File: config.mk
export PLATFORM = sky130hd
export DESIGN_NAME = alu_issue_stage_flat
export DESIGN_NICKNAME = d
export VERILOG_FILES = /design/src/rtl/alu_issue_if.sv /design/src/rtl/alu_issue_stage.sv /design/src/flat_wrapper.sv
export SDC_FILE = /design/constraint.sdc
export NUM_CORES = 1
export LEC_CHECK = 0
export CAP_MARGIN = 20
export CORE_MARGIN = 3
export CORE_UTILIZATION = 54
export CTS_CLUSTER_DIAMETER = 150
export DETAILED_ROUTE_END_ITERATION = 10
export GPL_TIMING_DRIVEN = 0
export PLACE_DENSITY_LB_ADDON = 0.3
export REMOVE_ABC_BUFFERS = 1
export SLEW_MARGIN = 20
export SYNTH_ARGS = -nofsm -noshare
export SYNTH_HDL_FRONTEND = slang
export SYNTH_SLANG_ARGS = --single-unit
File: constraint.sdc
create_clock -name clk -period 23 [get_ports clk]
set_input_delay 4.6 -clock clk [delete_from_list [all_inputs] [get_ports clk]]
set_output_delay 4.6 -clock clk [all_outputs]
set_load 0.03 [all_outputs]
File: src/rtl/alu_issue_if.sv
// alu_issue_if: decoded-op handshake, ALU drive/return, commit and debug signals of the issue stage.
interface alu_issue_if #(parameter int XLEN = 32);
    logic            in_valid;
    logic            in_ready;
    logic [4:0]      in_uop;
    logic [3:0]      in_rd;
    logic [3:0]      in_rn;
    logic [3:0]      in_rm;
    logic [XLEN-1:0] in_imm;
    logic            in_use_imm;
    logic            in_set_flags;
    logic [3:0]      in_cond;
    logic [XLEN-1:0] alu_lhs;
    logic [XLEN-1:0] alu_rhs;
    logic [4:0]      alu_uop;
    logic [XLEN-1:0] alu_out;
    logic [3:0]      alu_flags;
    logic [3:0]      flags;
    logic            wb_valid;
    logic [3:0]      wb_rd;
    logic [XLEN-1:0] wb_data;
    logic [3:0]      dbg_addr;
    logic [XLEN-1:0] dbg_data;
    modport slave (
        input  in_valid, in_uop, in_rd, in_rn, in_rm, in_imm, in_use_imm, in_set_flags, in_cond,
        input  alu_out, alu_flags, dbg_addr,
        output in_ready, alu_lhs, alu_rhs, alu_uop, flags, wb_valid, wb_rd, wb_data, dbg_data
    );
    modport master (
        output in_valid, in_uop, in_rd, in_rn, in_rm, in_imm, in_use_imm, in_set_flags, in_cond,
        output alu_out, alu_flags, dbg_addr,
        input  in_ready, alu_lhs, alu_rhs, alu_uop, flags, wb_valid, wb_rd, wb_data, dbg_data
    );
endinterface

File: src/rtl/alu_issue_stage.sv
// alu_issue_stage: single-slot execute sequencer feeding an external ALU with conditional commit.
// Define FORWARDING_EN to bypass alu_out into the operands instead of stalling on a RAW hazard.
module alu_issue_stage #(
    parameter int NREGS = 16,
    parameter int XLEN  = 32
) (
    input logic        clk,
    input logic        rst,
    alu_issue_if.slave bus
);
    localparam logic [4:0] NOP = 5'd0;
    localparam logic [4:0] CMP = 5'd5;

    logic [XLEN-1:0] rf_q [NREGS];
    logic [3:0]      flags_q;
    logic [XLEN-1:0] lhs_q, lhs_d, rhs_q, rhs_d, wb_data_q;
    logic [4:0]      uop_q, uop_d;
    logic [3:0]      rd_q, rd_d, cond_q, cond_d, wb_rd_q;
    logic            sf_q, sf_d, wb_valid_q;
    logic            z, c, n, v, pass, ex_wr, ex_fl, hz_rn, hz_rm, ready, acc;
    logic [XLEN-1:0] rn_val, rm_val;

    always_comb begin
        {z, c, n, v} = flags_q;
        case (cond_q)
            4'd0:    pass = z;
            4'd1:    pass = !z;
            4'd2:    pass = c;
            4'd3:    pass = !c;
            4'd4:    pass = n;
            4'd5:    pass = !n;
            4'd6:    pass = v;
            4'd7:    pass = !v;
            4'd8:    pass = c && !z;
            4'd9:    pass = !c || z;
            4'd10:   pass = n == v;
            4'd11:   pass = n != v;
            4'd12:   pass = !z && (n == v);
            4'd13:   pass = z || (n != v);
            4'd14:   pass = 1'b1;
            default: pass = 1'b0;
        endcase
    end

    // An empty slot carries NOP, so nothing commits from it.
    assign ex_wr = pass && (uop_q inside {5'd1, 5'd2, 5'd3, 5'd4, 5'd6, 5'd7, 5'd8});
    assign ex_fl = pass && uop_q != NOP && (uop_q == CMP || sf_q);
    assign hz_rn = ex_wr && bus.in_rn == rd_q;
    assign hz_rm = ex_wr && !bus.in_use_imm && bus.in_rm == rd_q;

`ifdef FORWARDING_EN
    assign ready  = 1'b1;
    assign rn_val = hz_rn ? bus.alu_out : rf_q[bus.in_rn];
    assign rm_val = hz_rm ? bus.alu_out : rf_q[bus.in_rm];
`else
    assign ready  = !(bus.in_valid && (hz_rn || hz_rm));
    assign rn_val = rf_q[bus.in_rn];
    assign rm_val = rf_q[bus.in_rm];
`endif

    always_comb begin
        acc    = bus.in_valid && ready;
        uop_d  = acc && bus.in_uop <= 5'd8 ? bus.in_uop : NOP;
        lhs_d  = acc ? rn_val : lhs_q;
        rhs_d  = acc ? (bus.in_use_imm ? bus.in_imm : rm_val) : rhs_q;
        rd_d   = acc ? bus.in_rd : rd_q;
        cond_d = acc ? bus.in_cond : cond_q;
        sf_d   = acc && bus.in_set_flags;
    end

    always_ff @(posedge clk or posedge rst) begin
        if (rst) begin
            for (int i = 0; i < NREGS; i++) rf_q[i] <= '0;
            flags_q    <= '0;
            lhs_q      <= '0;
            rhs_q      <= '0;
            uop_q      <= NOP;
            rd_q       <= '0;
            cond_q     <= '0;
            sf_q       <= 1'b0;
            wb_valid_q <= 1'b0;
            wb_rd_q    <= '0;
            wb_data_q  <= '0;
        end else begin
            if (ex_wr) rf_q[rd_q] <= bus.alu_out;
            if (ex_fl) flags_q <= bus.alu_flags;
            if (ex_wr) wb_rd_q <= rd_q;
            if (ex_wr) wb_data_q <= bus.alu_out;
            wb_valid_q <= ex_wr;
            lhs_q      <= lhs_d;
            rhs_q      <= rhs_d;
            uop_q      <= uop_d;
            rd_q       <= rd_d;
            cond_q     <= cond_d;
            sf_q       <= sf_d;
        end
    end

    assign bus.in_ready = ready;
    assign bus.alu_lhs  = lhs_q;
    assign bus.alu_rhs  = rhs_q;
    assign bus.alu_uop  = uop_q;
    assign bus.flags    = flags_q;
    assign bus.wb_valid = wb_valid_q;
    assign bus.wb_rd    = wb_rd_q;
    assign bus.wb_data  = wb_data_q;
    assign bus.dbg_data = rf_q[bus.dbg_addr];
endmodule
File: src/flat_wrapper.sv
// flat-port wrapper written by rule: the top's interface ports become plain ports
module alu_issue_stage_flat 
#(
    parameter int NREGS = 16,
    parameter int XLEN  = 32
)
  (clk, rst, bus_in_valid, bus_in_uop, bus_in_rd, bus_in_rn, bus_in_rm, bus_in_imm, bus_in_use_imm, bus_in_set_flags, bus_in_cond, bus_alu_out, bus_alu_flags, bus_dbg_addr, bus_in_ready, bus_alu_lhs, bus_alu_rhs, bus_alu_uop, bus_flags, bus_wb_valid, bus_wb_rd, bus_wb_data, bus_dbg_data);
  alu_issue_if #(.XLEN(XLEN)) bus_i ();
  input logic clk;
  input logic rst;
  input wire logic [$bits(bus_i.in_valid)-1:0] bus_in_valid;
  input wire logic [$bits(bus_i.in_uop)-1:0] bus_in_uop;
  input wire logic [$bits(bus_i.in_rd)-1:0] bus_in_rd;
  input wire logic [$bits(bus_i.in_rn)-1:0] bus_in_rn;
  input wire logic [$bits(bus_i.in_rm)-1:0] bus_in_rm;
  input wire logic [$bits(bus_i.in_imm)-1:0] bus_in_imm;
  input wire logic [$bits(bus_i.in_use_imm)-1:0] bus_in_use_imm;
  input wire logic [$bits(bus_i.in_set_flags)-1:0] bus_in_set_flags;
  input wire logic [$bits(bus_i.in_cond)-1:0] bus_in_cond;
  input wire logic [$bits(bus_i.alu_out)-1:0] bus_alu_out;
  input wire logic [$bits(bus_i.alu_flags)-1:0] bus_alu_flags;
  input wire logic [$bits(bus_i.dbg_addr)-1:0] bus_dbg_addr;
  output wire logic [$bits(bus_i.in_ready)-1:0] bus_in_ready;
  output wire logic [$bits(bus_i.alu_lhs)-1:0] bus_alu_lhs;
  output wire logic [$bits(bus_i.alu_rhs)-1:0] bus_alu_rhs;
  output wire logic [$bits(bus_i.alu_uop)-1:0] bus_alu_uop;
  output wire logic [$bits(bus_i.flags)-1:0] bus_flags;
  output wire logic [$bits(bus_i.wb_valid)-1:0] bus_wb_valid;
  output wire logic [$bits(bus_i.wb_rd)-1:0] bus_wb_rd;
  output wire logic [$bits(bus_i.wb_data)-1:0] bus_wb_data;
  output wire logic [$bits(bus_i.dbg_data)-1:0] bus_dbg_data;
  assign bus_i.in_valid = bus_in_valid;
  assign bus_i.in_uop = bus_in_uop;
  assign bus_i.in_rd = bus_in_rd;
  assign bus_i.in_rn = bus_in_rn;
  assign bus_i.in_rm = bus_in_rm;
  assign bus_i.in_imm = bus_in_imm;
  assign bus_i.in_use_imm = bus_in_use_imm;
  assign bus_i.in_set_flags = bus_in_set_flags;
  assign bus_i.in_cond = bus_in_cond;
  assign bus_i.alu_out = bus_alu_out;
  assign bus_i.alu_flags = bus_alu_flags;
  assign bus_i.dbg_addr = bus_dbg_addr;
  assign bus_in_ready = bus_i.in_ready;
  assign bus_alu_lhs = bus_i.alu_lhs;
  assign bus_alu_rhs = bus_i.alu_rhs;
  assign bus_alu_uop = bus_i.alu_uop;
  assign bus_flags = bus_i.flags;
  assign bus_wb_valid = bus_i.wb_valid;
  assign bus_wb_rd = bus_i.wb_rd;
  assign bus_wb_data = bus_i.wb_data;
  assign bus_dbg_data = bus_i.dbg_data;
  alu_issue_stage #(.NREGS(NREGS), .XLEN(XLEN)) u_core (.clk(clk), .rst(rst), .bus(bus_i));
endmodule
==> out/results.tsv <==
stage	metric	value	unit
detailed_routing	wire length per cell after detailed routing	31.7	µm
yosys	post-synthesis async set-or-reset flop share	1.00	
die	overall die height	264	µm
yosys	number of warning messages in the yosys log	0	
yosys	sequential cell area fraction in the yosys report	0.438	
sta	final worst clock skew	27.8	ps
yosys	dominant cell type by area after synthesis	dfrtp_1	
sta	worst relative slew slack	0.231	
setup_path	master of the slowest instance on the critical path	clkdlybuf4s50_1	
sta	fin worst setup slack	11150	ps
clocking	root buffer cell	clkbuf_16	
final_layout	number of inserted diodes	0	
yosys	fraction of synthesized cell area taken by the top area cell type	0.438	
grt	GRT Resource Usage Total	0.296	
sta	final worst-path cycle share	0.515	
final_layout	highest-count cells in the layout ignoring fill and taps	dfrtp_1 (631), mux4_2 (448), mux2_1 (310), mux2_2 (247), clkdlybuf4s50_1 (227)	
clocking	post-CTS resize count	0	
clocking	Clock transition at path regs	60	ps
yosys	count of flip-flops with a built-in enable after synthesis	0	
final_layout	leading cell type in the layout, fill and taps excluded	dfrtp_1	
sta	RSZ-0062 raised after global routing	no	
yosys	number of synthesized register bits	631	
power_and_ir_drop	worst voltage drop across the vdd grid	0.0658	mV
detailed_routing	post-detailed-route DRC marker count	0	
die	die area	69800	µm²
clocking	count of hold buffers inserted by post-cts repair	0	
clocking	clock network latency to the later pin of the worst-skew pair	620	ps
setup_path	Cell Chain, Critical Path	buf_8 > buf_16 > buf_16 > xor2_1 > nor4_1 > a41oi_1 > nand3b_1 > clkdlybuf4s50_1	
grt	largest net degree at the start of global routing	110	
setup_path	Setup crit start kind	input pin	
detailed_routing	drt initial violations	2346	
sta	number of setup violations in the final report	0	
yosys	average cell area after synthesis	16.7	µm²
power_and_ir_drop	leakage	16.8	nW
setup_path	largest stage delay on the critical path	670	ps
yosys	Mapped Area	36000	µm²
final_layout	Filler cells	4538	
yosys	Distinct cells, synth	44	
yosys	Mapped Cells	2153	
die	standard cell core area	65900	µm²
clocking	level count of the clock H-tree	3	
sta	achievable clock frequency	84.4	MHz
placement	worst setup slack before clock tree synthesis	11100	ps
sta	actual slew at the worst max-slew pin	1150	ps
die	starting density of the core	0.547	
sta	minimum clock period	11850	ps
final_layout	fraction of final layout cells with drive strength greater than 1	0.422	
detailed_routing	Post-Route WL	102000	µm
grt	number of global-route vias before repair	24100	
setup_path	most used cell, CP	buf_16	
detailed_routing	First-pass DRT Iterations	5	
detailed_routing	average via count per standard cell	7.00	
grt	GR Overflow Total	0	
placement	routability congestion estimate from global placement	0.824	
sta	number of hold-slack violations in the final timing report	0	
yosys	leading register cell type out of synthesis	dfrtp_1	
detailed_routing	via count	22500	
clocking	Setup Buffers After CTS	0	
setup_path	CP Data Required Time	18400	ps
power_and_ir_drop	power per cell area	87.4	nW/µm²
setup_path	Setup CP Type	in2out	
grt	number of antenna violations at the first check in global routing	1	
final_layout	Layout area overhead	17.0	%
job	max-capacitance violation count	0	
worst_hold_path	Hold Crit Class	reg2reg	
clocking	clock buffer depth	3	
run_status	status	finished clean	
sta	number of pins with negative max-slew slack in the final report	0	
setup_path	Worst Path Max Fanout	58	
power_and_ir_drop	overall power after layout	3.68	mW
detailed_routing	antenna violation net count after detailed routing	0	
placement	count of input and output buffers	240	
setup_path	WP data arrival	7250	ps
final_layout	# nets final	2385	
clocking	TritonCTS clock tree	done	
placement	Detailed Place HPWL	62200	µm
clocking	Clock Sink Count	631	
yosys	ranking of synthesized cells by area	dfrtp_1 (44%), mux4_2 (28%), mux2_1 (9.7%)	
grt	first-pass GRT wire length	155000	µm
die	Site Rows	94	
die	width of the die	264	µm
setup_path	nature of the critical path endpoint	output pin	
die	number of ports placed on the die boundary	241	
clocking	number of clock buffers inserted by TritonCTS	72	
==> sequential cells by signal, summed over array words and instances, names as in the netlist <==
register	flops
u_core.bus.wb_rd	4
u_core.cond_q	4
u_core.bus.alu_lhs	32
u_core.bus.wb_data	32
u_core.rd_q	4
u_core.sf_q	1
u_core.bus.wb_valid	1
u_core.bus.flags	4
u_core.bus.alu_uop	5
u_core.bus.alu_rhs	32
u_core.rf_q	512
==> cell usage after synthesis (2+ instances only) <==
library cell and instances:
a21oi_1 3, a221o_1 17, buf_1 22, buf_2 50, buf_4 22, buf_6 27, clkbuf_1 112, dfrtp_1 631
inv_1 3, mux2_1 310, mux2_2 247, mux2_4 85, mux2i_1 19, mux4_2 448, nand2_1 23, nand2b_1 8
nand3b_1 2, nor2_1 6, nor2b_1 5, nor3_1 22, nor3b_1 2, nor4_1 2, o21bai_1 2, o22ai_1 30
o31ai_1 15, or3_1 8, or4_1 6, xnor2_1 5, xor2_1 6
==> through the flow <==
stage,instances,area [µm²],util,hold slack (ps),TNS [ps]
floorplan,1920,34800,-,487,0
global placement,3024,38300,0.581,487,-3708030
detailed placement,3077,39600,0.602,492,0
CTS,3209,42100,0.640,505,0
global route,3209,42100,0.640,517,0
finish,3209,42100,0.640,502,0
==> kinds of logic (layout without fill, tap and decap cells) <==
| logic type | count (synthesis) | after routing | share of synthesized area |
|---|---|---|---|
| compound gates | 76 | 76 | 0.0164 |
| xor+xnor | 11 | 11 | 0.00267 |
| buf+inv | 237 | 429 | 0.0344 |
| flops | 631 | 631 | 0.438 |
| mux | 1109 | 1109 | 0.495 |
| other cells | 1 | 1 | 0.000104 |
| simple gates | 88 | 88 | 0.0131 |
==> where the power goes <==
part | internal [mW] | switching [mW]
sequential | 1.31 | 0.183
combinational | 0.555 | 0.424
clock | 0.741 | 0.474
==> layout make-up <==
cell class / count / area, µm² / area share
Inverter: 4 / 22.5 / 0.000535
Clock inverter: 31 / 404 / 0.00959
Tap cell: 864 / 1080 / 0.0257
Timing Repair Buffer: 293 / 3650 / 0.0867
Clock buffer: 101 / 2100 / 0.0499
Multi-Input combinational cell: 1285 / 19100 / 0.453
Sequential cell: 631 / 15800 / 0.375
==> path summary, 6_finish.rpt <==
path / startpoint / end / slack, ps / cells past startpoint
max: bus_in_rn[0] / bus_in_ready / 11150 / 8
min: u_core.bus.wb_data[2]$_DFFE_PP0P_ / u_core.bus.wb_data[2]$_DFFE_PP0P_ / 500 / 1
max reg2reg: u_core.bus.flags[0]$_DFFE_PP0P_ / u_core.rf_q[497]$_DFFE_PP0P_ / 19590 / 10
min reg2reg: u_core.bus.wb_data[2]$_DFFE_PP0P_ / u_core.bus.wb_data[2]$_DFFE_PP0P_ / 500 / 1
max in group asynchronous: rst / u_core.bus.wb_data[11]$_DFFE_PP0P_ / 17100 / 4
min in group asynchronous: rst / u_core.rf_q[216]$_DFFE_PP0P_ / 4430 / 2
==> routing by layer <==
| metal | GRT usage | wire length (µm) | vias to the layer above |
|---|---|---|---|
| li1 | - | - | 8908 |
| met1 | 0.384 | 38000 | 12100 |
| met2 | 0.486 | 50400 | 1213 |
| met3 | 0.0618 | 8440 | 298 |
| met4 | 0.133 | 4710 | 2 |
| met5 | 0 | 9 | - |
==> worst max-delay path: cells and delay by family <==
kind	cells	cell delay, ps
AO/OA/AOI/OAI	1	410
XOR/XNOR	1	190
buffers and inverters	4	1670
AND/OR/NAND/NOR	2	240
Power figures use the tool's default switching activity.
